==> src/rtl/vend_pkg.sv <==
// vend_pkg: shared state, coin encoding and coin value helper.
// Stock tracking in vend_controller is enabled by VEND_STOCK_EN.
package vend_pkg;

    typedef enum logic [1:0] {
        IDLE,
        CREDIT,
        DISPENSE,
        CHANGE
    } state_t;

    typedef enum logic [1:0] {
        COIN_BAD = 2'b00,
        COIN_5C  = 2'b01,
        COIN_10C = 2'b10,
        COIN_25C = 2'b11
    } coin_e;

    // Coin value in 5-cent units; invalid coins are worth nothing
    function automatic logic [2:0] coin_units(input logic [1:0] v);
        logic [2:0] u;
        unique case (coin_e'(v))
            COIN_5C:  u = 3'd1;
            COIN_10C: u = 3'd2;
            COIN_25C: u = 3'd5;
            default:  u = 3'd0;
        endcase
        return u;
    endfunction

endpackage

==> src/rtl/vend_if.sv <==
// vend_if: coin, keypad and actuator handshakes of the controller.
// master is the front end / actuator side, slave is the controller.
interface vend_if #(
    parameter int N_SLOTS = 4
);

    logic                       coin_valid;
    logic [1:0]                 coin_val;
    logic                       coin_ready;
    logic                       coin_reject;
    logic                       sel_valid;
    logic [$clog2(N_SLOTS)-1:0] sel_slot;
    logic                       cancel;
    logic                       disp_req;
    logic [$clog2(N_SLOTS)-1:0] disp_slot;
    logic                       disp_ack;
    logic                       chg_req;
    logic                       chg_ack;

    modport master (
        output coin_valid, coin_val,
        output sel_valid, sel_slot, cancel,
        output disp_ack, chg_ack,
        input  coin_ready, coin_reject,
        input  disp_req, disp_slot, chg_req
    );

    modport slave (
        input  coin_valid, coin_val,
        input  sel_valid, sel_slot, cancel,
        input  disp_ack, chg_ack,
        output coin_ready, coin_reject,
        output disp_req, disp_slot, chg_req
    );

endinterface

==> src/rtl/vend_stock.sv <==
// vend_stock: per-slot stock counters with restock load and empty flags.
// Only instantiated when VEND_STOCK_EN is defined.
module vend_stock #(
    parameter int N_SLOTS = 4,
    parameter int STOCK_W = 4,
    parameter int SLOT_W  = 2
) (
    input  logic               clk,
    input  logic               rst_n,
    input  logic               dec,
    input  logic [SLOT_W-1:0]  dec_slot,
    input  logic               load,
    input  logic [SLOT_W-1:0]  load_slot,
    output logic [N_SLOTS-1:0] empty
);

    localparam logic [STOCK_W-1:0] FULL = '1;

    logic [STOCK_W-1:0] cnt_q [N_SLOTS];

    // Restock reloads a slot to full; each completed vend removes one item
    always_ff @(posedge clk or negedge rst_n) begin
        if (!rst_n) begin
            for (int i = 0; i < N_SLOTS; i++) begin
                cnt_q[i] <= FULL;
            end
        end else begin
            for (int i = 0; i < N_SLOTS; i++) begin
                if (load && load_slot == SLOT_W'(i)) begin
                    cnt_q[i] <= FULL;
                end else if (dec && dec_slot == SLOT_W'(i)
                             && cnt_q[i] != '0) begin
                    cnt_q[i] <= cnt_q[i] - STOCK_W'(1);
                end
            end
        end
    end

    // Empty flags gate the selection check
    always_comb begin
        empty = '0;
        for (int i = 0; i < N_SLOTS; i++) begin
            empty[i] = (cnt_q[i] == '0);
        end
    end

endmodule

==> src/rtl/vend_controller.sv <==
// vend_controller: credit, selection, dispense and change sequencing.
// Define VEND_STOCK_EN to enable per-slot stock, restock and err_stock.
module vend_controller
    import vend_pkg::*;
#(
    parameter int N_SLOTS  = 4,
    parameter int CREDIT_W = 6,
    parameter int STOCK_W  = 4
) (
    input  logic                         clk,
    input  logic                         rst_n,
    vend_if.slave                        bus,
    input  logic [N_SLOTS*CREDIT_W-1:0]  price_tbl,
    output logic [CREDIT_W-1:0]          credit,
    output logic                         err_funds,
    input  logic                         restock,
    input  logic [$clog2(N_SLOTS)-1:0]   restock_slot,
    output logic                         err_stock
);

    localparam int SLOT_W = $clog2(N_SLOTS);

    state_t              state_q, state_d;
    logic [CREDIT_W-1:0] credit_q, credit_d;
    logic [SLOT_W-1:0]   slot_q, slot_d;
    logic                rej_q, rej_d;
    logic                funds_q, funds_d;
    logic                nostk_q, nostk_d;

    logic                sel_ok;
    logic                sel_empty;
    logic [CREDIT_W-1:0] sel_price;
    logic [CREDIT_W-1:0] disp_price;
    logic [N_SLOTS-1:0]  empty;
    logic [2:0]          units;
    logic [CREDIT_W:0]   coin_sum;
    logic                open;
    logic                vend_done;

    assign open      = (state_q == IDLE) || (state_q == CREDIT);
    assign vend_done = (state_q == DISPENSE) && bus.disp_ack;
    assign units     = coin_units(bus.coin_val);
    assign coin_sum  = {1'b0, credit_q}
                     + {{(CREDIT_W-2){1'b0}}, units};

`ifdef VEND_STOCK_EN
    vend_stock #(
        .N_SLOTS (N_SLOTS),
        .STOCK_W (STOCK_W),
        .SLOT_W  (SLOT_W)
    ) u_stock (
        .clk       (clk),
        .rst_n     (rst_n),
        .dec       (vend_done),
        .dec_slot  (slot_q),
        .load      (restock && state_q == IDLE),
        .load_slot (restock_slot),
        .empty     (empty)
    );
`else
    localparam int UNUSED_STOCK_W = STOCK_W;
    logic unused_restock;
    assign unused_restock = ^{restock, restock_slot};
    assign empty = '0;
`endif

    // Price and stock lookup for the keyed slot and the latched slot
    always_comb begin
        sel_ok     = 1'b0;
        sel_empty  = 1'b0;
        sel_price  = '0;
        disp_price = '0;
        for (int i = 0; i < N_SLOTS; i++) begin
            if (bus.sel_slot == SLOT_W'(i)) begin
                sel_ok    = 1'b1;
                sel_empty = empty[i];
                sel_price = price_tbl[i*CREDIT_W +: CREDIT_W];
            end
            if (slot_q == SLOT_W'(i)) begin
                disp_price = price_tbl[i*CREDIT_W +: CREDIT_W];
            end
        end
    end

    // Next state: cancel beats selection beats coin while taking money
    always_comb begin
        state_d  = state_q;
        credit_d = credit_q;
        slot_d   = slot_q;
        rej_d    = 1'b0;
        funds_d  = 1'b0;
        nostk_d  = 1'b0;
        unique case (state_q)
            IDLE, CREDIT: begin
                if (bus.cancel) begin
                    if (state_q == CREDIT) begin
                        state_d = CHANGE;
                    end
                end else if (bus.sel_valid) begin
                    if (sel_empty) begin
                        nostk_d = 1'b1;
                    end else if (!sel_ok || credit_q < sel_price) begin
                        funds_d = 1'b1;
                    end else begin
                        slot_d  = bus.sel_slot;
                        state_d = DISPENSE;
                    end
                end else if (bus.coin_valid) begin
                    if (units == '0 || coin_sum[CREDIT_W]) begin
                        rej_d = 1'b1;
                    end else begin
                        credit_d = coin_sum[CREDIT_W-1:0];
                        state_d  = CREDIT;
                    end
                end
            end
            DISPENSE: begin
                if (bus.disp_ack) begin
                    if (credit_q > disp_price) begin
                        credit_d = credit_q - disp_price;
                        state_d  = CHANGE;
                    end else begin
                        credit_d = '0;
                        state_d  = IDLE;
                    end
                end
            end
            CHANGE: begin
                if (credit_q == '0) begin
                    state_d = IDLE;
                end else if (bus.chg_ack) begin
                    credit_d = credit_q - CREDIT_W'(1);
                    if (credit_q == CREDIT_W'(1)) begin
                        state_d = IDLE;
                    end
                end
            end
            default: state_d = IDLE;
        endcase
    end

    // State, credit, latched slot and error pulse registers
    always_ff @(posedge clk or negedge rst_n) begin
        if (!rst_n) begin
            state_q  <= IDLE;
            credit_q <= '0;
            slot_q   <= '0;
            rej_q    <= 1'b0;
            funds_q  <= 1'b0;
            nostk_q  <= 1'b0;
        end else begin
            state_q  <= state_d;
            credit_q <= credit_d;
            slot_q   <= slot_d;
            rej_q    <= rej_d;
            funds_q  <= funds_d;
            nostk_q  <= nostk_d;
        end
    end

    assign bus.coin_ready  = open && !bus.cancel && !bus.sel_valid;
    assign bus.coin_reject = rej_q;
    assign bus.disp_req    = (state_q == DISPENSE);
    assign bus.disp_slot   = slot_q;
    assign bus.chg_req     = (state_q == CHANGE) && (credit_q != '0);
    assign credit          = credit_q;
    assign err_funds       = funds_q;
    assign err_stock       = nostk_q;

endmodule
==> src/flat_wrapper.sv <==
// flat-port wrapper written by rule: the top's interface ports become plain ports
module vend_controller_flat import vend_pkg::*;
#(
    parameter int N_SLOTS  = 4,
    parameter int CREDIT_W = 6,
    parameter int STOCK_W  = 4
)
  (clk, rst_n, price_tbl, credit, err_funds, restock, restock_slot, err_stock, bus_coin_valid, bus_coin_val, bus_sel_valid, bus_sel_slot, bus_cancel, bus_disp_ack, bus_chg_ack, bus_coin_ready, bus_coin_reject, bus_disp_req, bus_disp_slot, bus_chg_req);
  vend_if #(.N_SLOTS(N_SLOTS)) bus_i ();
  input  logic clk;
  input  logic rst_n;
  input  logic [N_SLOTS*CREDIT_W-1:0] price_tbl;
  output logic [CREDIT_W-1:0] credit;
  output logic err_funds;
  input  logic restock;
  input  logic [$clog2(N_SLOTS)-1:0] restock_slot;
  output logic err_stock;
  input wire logic [$bits(bus_i.coin_valid)-1:0] bus_coin_valid;
  input wire logic [$bits(bus_i.coin_val)-1:0] bus_coin_val;
  input wire logic [$bits(bus_i.sel_valid)-1:0] bus_sel_valid;
  input wire logic [$bits(bus_i.sel_slot)-1:0] bus_sel_slot;
  input wire logic [$bits(bus_i.cancel)-1:0] bus_cancel;
  input wire logic [$bits(bus_i.disp_ack)-1:0] bus_disp_ack;
  input wire logic [$bits(bus_i.chg_ack)-1:0] bus_chg_ack;
  output wire logic [$bits(bus_i.coin_ready)-1:0] bus_coin_ready;
  output wire logic [$bits(bus_i.coin_reject)-1:0] bus_coin_reject;
  output wire logic [$bits(bus_i.disp_req)-1:0] bus_disp_req;
  output wire logic [$bits(bus_i.disp_slot)-1:0] bus_disp_slot;
  output wire logic [$bits(bus_i.chg_req)-1:0] bus_chg_req;
  assign bus_i.coin_valid = bus_coin_valid;
  assign bus_i.coin_val = bus_coin_val;
  assign bus_i.sel_valid = bus_sel_valid;
  assign bus_i.sel_slot = bus_sel_slot;
  assign bus_i.cancel = bus_cancel;
  assign bus_i.disp_ack = bus_disp_ack;
  assign bus_i.chg_ack = bus_chg_ack;
  assign bus_coin_ready = bus_i.coin_ready;
  assign bus_coin_reject = bus_i.coin_reject;
  assign bus_disp_req = bus_i.disp_req;
  assign bus_disp_slot = bus_i.disp_slot;
  assign bus_chg_req = bus_i.chg_req;
  vend_controller #(.N_SLOTS(N_SLOTS), .CREDIT_W(CREDIT_W), .STOCK_W(STOCK_W)) u_core (.clk(clk), .rst_n(rst_n), .bus(bus_i), .price_tbl(price_tbl), .credit(credit), .err_funds(err_funds), .restock(restock), .restock_slot(restock_slot), .err_stock(err_stock));
endmodule
==> config.mk <==
export PLATFORM = sky130hd
export DESIGN_NAME = vend_controller_flat
export DESIGN_NICKNAME = d
export VERILOG_FILES = /design/src/rtl/vend_pkg.sv /design/src/rtl/vend_if.sv /design/src/rtl/vend_stock.sv /design/src/rtl/vend_controller.sv /design/src/flat_wrapper.sv
export SDC_FILE = /design/constraint.sdc
export NUM_CORES = 1
export LEC_CHECK = 0
export CAP_MARGIN = 5
export CORE_ASPECT_RATIO = 2
export CORE_MARGIN = 2
export CORE_UTILIZATION = 33
export CTS_CLUSTER_DIAMETER = 200
export CTS_CLUSTER_SIZE = 14
export DETAILED_ROUTE_END_ITERATION = 16
export PLACE_DENSITY = 0.73
export RECOVER_POWER = 25
export SETUP_SLACK_MARGIN = 0.3
export SLEW_MARGIN = 20
export SYNTH_ARGS = -nofsm -noshare
export SYNTH_HDL_FRONTEND = slang
export SYNTH_SLANG_ARGS = --single-unit
==> constraint.sdc <==
create_clock -name clk -period 2.8 [get_ports clk]
set_clock_uncertainty 0.1 [all_clocks]
set_input_delay 0.84 -clock clk [delete_from_list [all_inputs] [get_ports clk]]
set_output_delay 0.84 -clock clk [all_outputs]
set_load 0.05 [all_outputs]
Yosys cells after proc, flatten, opt, wreduce, memory -nomap -nowiden:

Cells that the tools add are included.
W data, S select, Z words.

* reductions and logical operators: 19
* $add $sub $neg: 3
* eq/ne operators: 26
* bitwise gates (word level): 2
* order comparisons: 2
* muxes and demuxes: 43

Operator list (count)
* $mux W6: 16
* $mux W2: 11
* $pmux W6 S3: 1
* $eq A2 B2 Y1 const B: 8
* $ne A2 B2 Y1 const B: 7
* $reduce_and A7 Y1: 2
* $mux W1: 13
* $ne A4 B4 Y1 const B: 3
* $pmux W3 S3: 1
* $eq A2 B1 Y1 const B: 4
* $add A6 B3 Y7: 1
* $eq A6 B1 Y1 const B: 1
* $gt A6 B6 Y1: 1
* $logic_not A2 Y1: 3
* $logic_not A6 Y1: 1
* $lt A6 B6 Y1: 1
* $ne A3 B2 Y1 const B: 2
* $pmux W2 S3: 1
* $reduce_bool A6 Y1: 1
* $sub A6 B1 Y6 const B: 1
* $sub A6 B6 Y6: 1
* $reduce_and A4 Y1: 1
* $logic_and A1 B1 Y1: 3
* $logic_not A1 Y1: 3
* 5 further kinds: 8

* logic and storage cells: 100
* input bits: 38
* bits in registers: 12

Depth between registers and ports, before layout:

* depth after elaboration: 11
* mapped depth: 9
* mapped depth without buffers: 8

Worst setup path before layout:

No wires, ideal clock.

* path kind: register to register
* start: register u_core.slot_q[0], in the netlist u_core.bus.disp_slot[0]
* end: register u_core.credit_q[2], in the netlist u_core.credit[2]
* required time: 2.596 ns
* arrival: 3.151 ns
* path buffers: 1
* setup time: 0.104 ns
* stages on the path, launching flop included: 10
* setup slack: -0.554 ns
* cell sequence: dfrtp_1 clkbuf_1 mux4_2 ha_1 fa_1 nor2b_1 o221ai_1 a21oi_1 nand3_1 a221oi_1

* word-level cells in the longest chain between the ends: 9

Ends and longest elaborated chain
* start: declaration: RTL line vend_controller.sv:25 `logic [SLOT_W-1:0] slot_q, slot_d;`
* start signal: assignment: RTL line vend_controller.sv:154 `slot_q <= slot_d;`
* $logic_not A2 Y1: RTL line vend_controller.sv:79 `if (slot_q == SLOT_W'(i)) begin`
* $mux W6 (3 in series): RTL line vend_controller.sv:79
* $mux W6 (*): RTL line vend_controller.sv:79
* $sub A6 B6 Y6 / $gt A6 B6 Y1 (equally long branches): RTL line vend_controller.sv:120, vend_controller.sv:119
* $mux W6 (*): RTL line vend_controller.sv:119 `if (credit_q > disp_price) begin`
* $mux W6 (*): RTL line vend_controller.sv:118 `if (bus.disp_ack) begin`
* $pmux W6 S3 (*): RTL line vend_controller.sv:93 `unique case (state_q)`
* end signal: assignment: RTL line vend_controller.sv:153 `credit_q <= credit_d;`
* end: declaration: RTL line vend_controller.sv:24 `logic [CREDIT_W-1:0] credit_q, credit_d;`

Every way passes the cells marked *; elsewhere a longest branch is shown, timed or not. The select of a mux whose other input is x is not followed.
A chain may end at the register's enable or synchronous reset.

Worst setup path after layout:

* start: input price_tbl[18]
* end: register u_core.credit_q[0], in the netlist u_core.credit[0]

* word-level cells in the longest chain between the ends: 5

Ends and longest elaborated chain
* start: declaration: RTL line flat_wrapper.sv:12 `input logic [N_SLOTS*CREDIT_W-1:0] price_tbl;`
* $mux W6 (*): RTL line vend_controller.sv:79
* $sub A6 B6 Y6 / $gt A6 B6 Y1 (equally long branches): RTL line vend_controller.sv:120, vend_controller.sv:119
* $mux W6 (*): RTL line vend_controller.sv:119
* $mux W6 (*): RTL line vend_controller.sv:118
* $pmux W6 S3 (*): RTL line vend_controller.sv:93

Marks and branches as above.

==> run metrics <==
status finished, violations left; violated checks negative setup slack; Final Cycle Share 101.0%; FMAX 353.5 MHz; Clock Latency Late Sink 250 ps; Setup Total Neg Slack -60.81 ps; CP peak stage delay 500 ps; CP Class in -> reg; Routed WL 5.842 mm; first-pass GRT wire length 9.218 mm; CTS Buffer Depth 2; final worst slack -28.60 ps; Hold-fix buffers, CTS 0; WP buf/inv 2; fin util 55.83%; vias per inst 5.839; top post-synthesis cells by area dfrtp_1 (17%), ha_1 (12%), mux4_2 (9.0%); CP endpoint kind register; initial antenna violation count 0; H-Tree Depth 1; Slew Limit Fails 0; Peak VDD IR 0.7519 mV; register area share after synthesis 17.12%; antenna viol nets, final 0; crit path DAT 2890 ps; worst min-delay path class reg -> reg; crit path cell chain buf_6 > mux4_2 > ha_4 > fa_2 > nor2b_4 > o221ai_2 > a21oi_4 > buf_6 > a221oi_2 > o22ai_1; largest net degree at the start of global routing 14; core area 5139 um^2; PD cells 1307 nW/um^2; number of synthesized flops with an enable pin 0; final instance area 2869 um^2; WL per Instance 17.39 um; input/output buffers 47; Synth Area in XOR/XNOR 2.496%; Post-Place Cells 321; DRT Pass-1 Iters 5; # setup viols final 4; post-synthesis register bit count 12; worst-path fanout max 5; Hold Worst Slack 575.6 ps; Syn Nets 252; Synth Area in Adders 14.41%; Area growth, synth to finish 63.55%; DRC Markers 0; Distinct cells, synth 57; Slew @ Worst Pin 609.6 ps; syn avg cell area 8.996 um^2; Detailed Place HPWL 4.284 mm; Total Routing Usage GR 19.63%; Post-DP Area 2551 um^2; maxcap violations 0; TritonCTS Sinks 12; RSZ-0062 raised after global routing yes; routability-driven placement congestion ratio 0.8920; combinational family with the most area after synthesis compound AO/OA/AOI/OAI gates; post-layout net count 336; Main synth FF type dfrtp_1; slowest CP cell mux4_2; Pleak 1.225 nW; Synth warnings 0; Vias 1,962; Synth Area in Compound Gates 23.75%; slew margin rel. 59.23%; total grt overflow 0; post-synthesis mux area share 19.47%; Crit path top cell by count buf_6; row cnt 37; fin crit period 2829 ps; FFs w/ async S/R, synth 100.0%; CP required 2860 ps; initial core utilization 34.14%; post-route insts no fill 336; Die H 107.1 um; Worst-path clk slew 60 ps; Top delay family on crit path compound AO/OA/AOI/OAI gates; Synth Cell Area 1754 um^2; Post-Synth Simple-Gate Area 14.69%; n_diodes 0; TritonCTS clock tree built; vias in the first global route 2,031; I/O pins 52; DRT iter0 DRCs 45; Num CTS Buffers 3; area leader, netlist dfrtp_1; share of layout cells above drive strength 1 53.24%; Worst Setup Start Kind input pin; Fin. Hold Viols 0; Die Wd 55.56 um; CTS root buf clkbuf_8; full die area 5951 um^2; Cells after Synth 195; Yosys top cell area share 17.12%
==> cells in the final DEF (no fill, tap or decap), drive strengths merged, types with 2 or more instances in the layout <==
cell type | netlist | layout
a211o | 2 | 2
a211oi | 4 | 4
a21o | 3 | 3
a21oi | 15 | 15
a221oi | 3 | 3
a311o | 2 | 2
a311oi | 2 | 2
a31oi | 2 | 2
and4 | 2 | 2
buf | 5 | 69
clkbuf | 6 | 6
clkdlybuf4s15 | 0 | 7
clkdlybuf4s50 | 0 | 6
dfrtp | 12 | 12
dlygate4sd2 | 0 | 4
fa | 2 | 2
ha | 17 | 17
inv | 22 | 21
mux2 | 2 | 2
mux2i | 3 | 3
mux4 | 12 | 12
nand2 | 9 | 9
nand2b | 4 | 4
nand3 | 2 | 2
nand4 | 3 | 3
nor2 | 13 | 13
nor2b | 4 | 4
nor3 | 4 | 4
nor3b | 2 | 2
o211ai | 2 | 2
o21ai | 10 | 10
o22ai | 3 | 3
xnor2 | 3 | 3
xor2 | 2 | 2
==> final cells by class <==
type,count,area (um^2)
fillers,419,2270
multi-input cells,150,1634
repair buffers,90,718.2
flip-flops and latches,12,302.8
inverters,22,86.33
well taps,58,72.57
clock buffers,4,55.05
==> report_power, final <==
part           switching [W]  internal, W
combinational        0.00163      0.00149
sequential          0.000183     0.000252
clock              0.0000729     0.000125
==> cells by family after synthesis <==
| kind of cell | Yosys count |
|---|---|
| xor gates and xnor gates | 5 |
| AOI/OAI and AO/OA | 59 |
| adders and majority gates | 19 |
| buffers and inverters | 33 |
| and+or+nand+nor | 49 |
| other | 1 |
| DFF | 12 |
| muxes | 17 |
==> metrics by stage <==
stage	setup WS (ps)	power (W)
floorplan	-77.93	0.001993
finish	-28.60	0.003749
CTS	-11.70	0.003484
detailed placement	-771.5	0.002813
global placement	-735.9	0.002747
global route	-126.1	0.003981
==> path summary, 6_finish.rpt <==
kind                                              start                      end  slack [ps]  cells after the start
worst min-delay path            u_core.bus.disp_slot[0]  u_core.bus.disp_slot[0]         580                      1
worst max-delay path                      price_tbl[18]         u_core.credit[0]         -30                     10
worst max register to register  u_core.bus.disp_slot[0]         u_core.credit[0]         120                      9
worst min register to register  u_core.bus.disp_slot[0]  u_core.bus.disp_slot[0]         580                      1
min in group asynchronous                         rst_n   u_core.bus.coin_reject         940                      1
max in group asynchronous                         rst_n  u_core.bus.disp_slot[0]        1230                      1
==> worst register-to-register path, delay by kind of cell, from the launching register on <==
kind / cells / cell delay, ps
buffers and inverters: 1 / 160
AO/OA/AOI/OAI: 4 / 580
adder cells (fa/ha/maj): 2 / 560
multiplexers: 1 / 570
flip-flops: 1 / 470
AND/OR/NAND/NOR: 1 / 160
==> sequential cells by signal, summed over array words and instances, names as in the netlist <==
register and flops:
u_core.credit 6, u_core.bus.disp_slot 2, u_core.state_q 2, u_core.bus.coin_reject 1, u_core.err_funds 1
==> what timing repair did <==
item | 4_1_cts | 5_1_grt
gates resized for setup | 140 | 20
buffers inserted | 5 | 6
endpoints found under the setup margin | 17 | 15
pin swaps | 30 | 9
endpoints found under the hold margin | 0 | 0
==> per-layer routing <==
| layer | wire length (um) | global-route usage [%] |
|---|---|---|
| met3 | 274 | 1.809 |
| met5 | 0 | 0 |
| met1 | 1891 | 17.50 |
| met4 | 184 | 10.10 |
| met2 | 3491 | 40.99 |
==> cell usage after synthesis, drive strengths merged, types with 2 or more instances <==
library cell and n:
xor2 2, clkbuf 6, mux2 2, a311o 2
fa 2, a311oi 2, buf 5, nand2b 4
nor3 4, nand3 2, nor3b 2, xnor2 3
a211o 2, and4 2, o21ai 10, ha 17
nand4 3, nand2 9, a211oi 4, o22ai 3
a31oi 2, nor2b 4, a221oi 3, a21o 3
mux4 12, a21oi 15, o211ai 2, mux2i 3
inv 22, dfrtp 12, nor2 13
No activity file was read; power rests on OpenSTA's default activity.
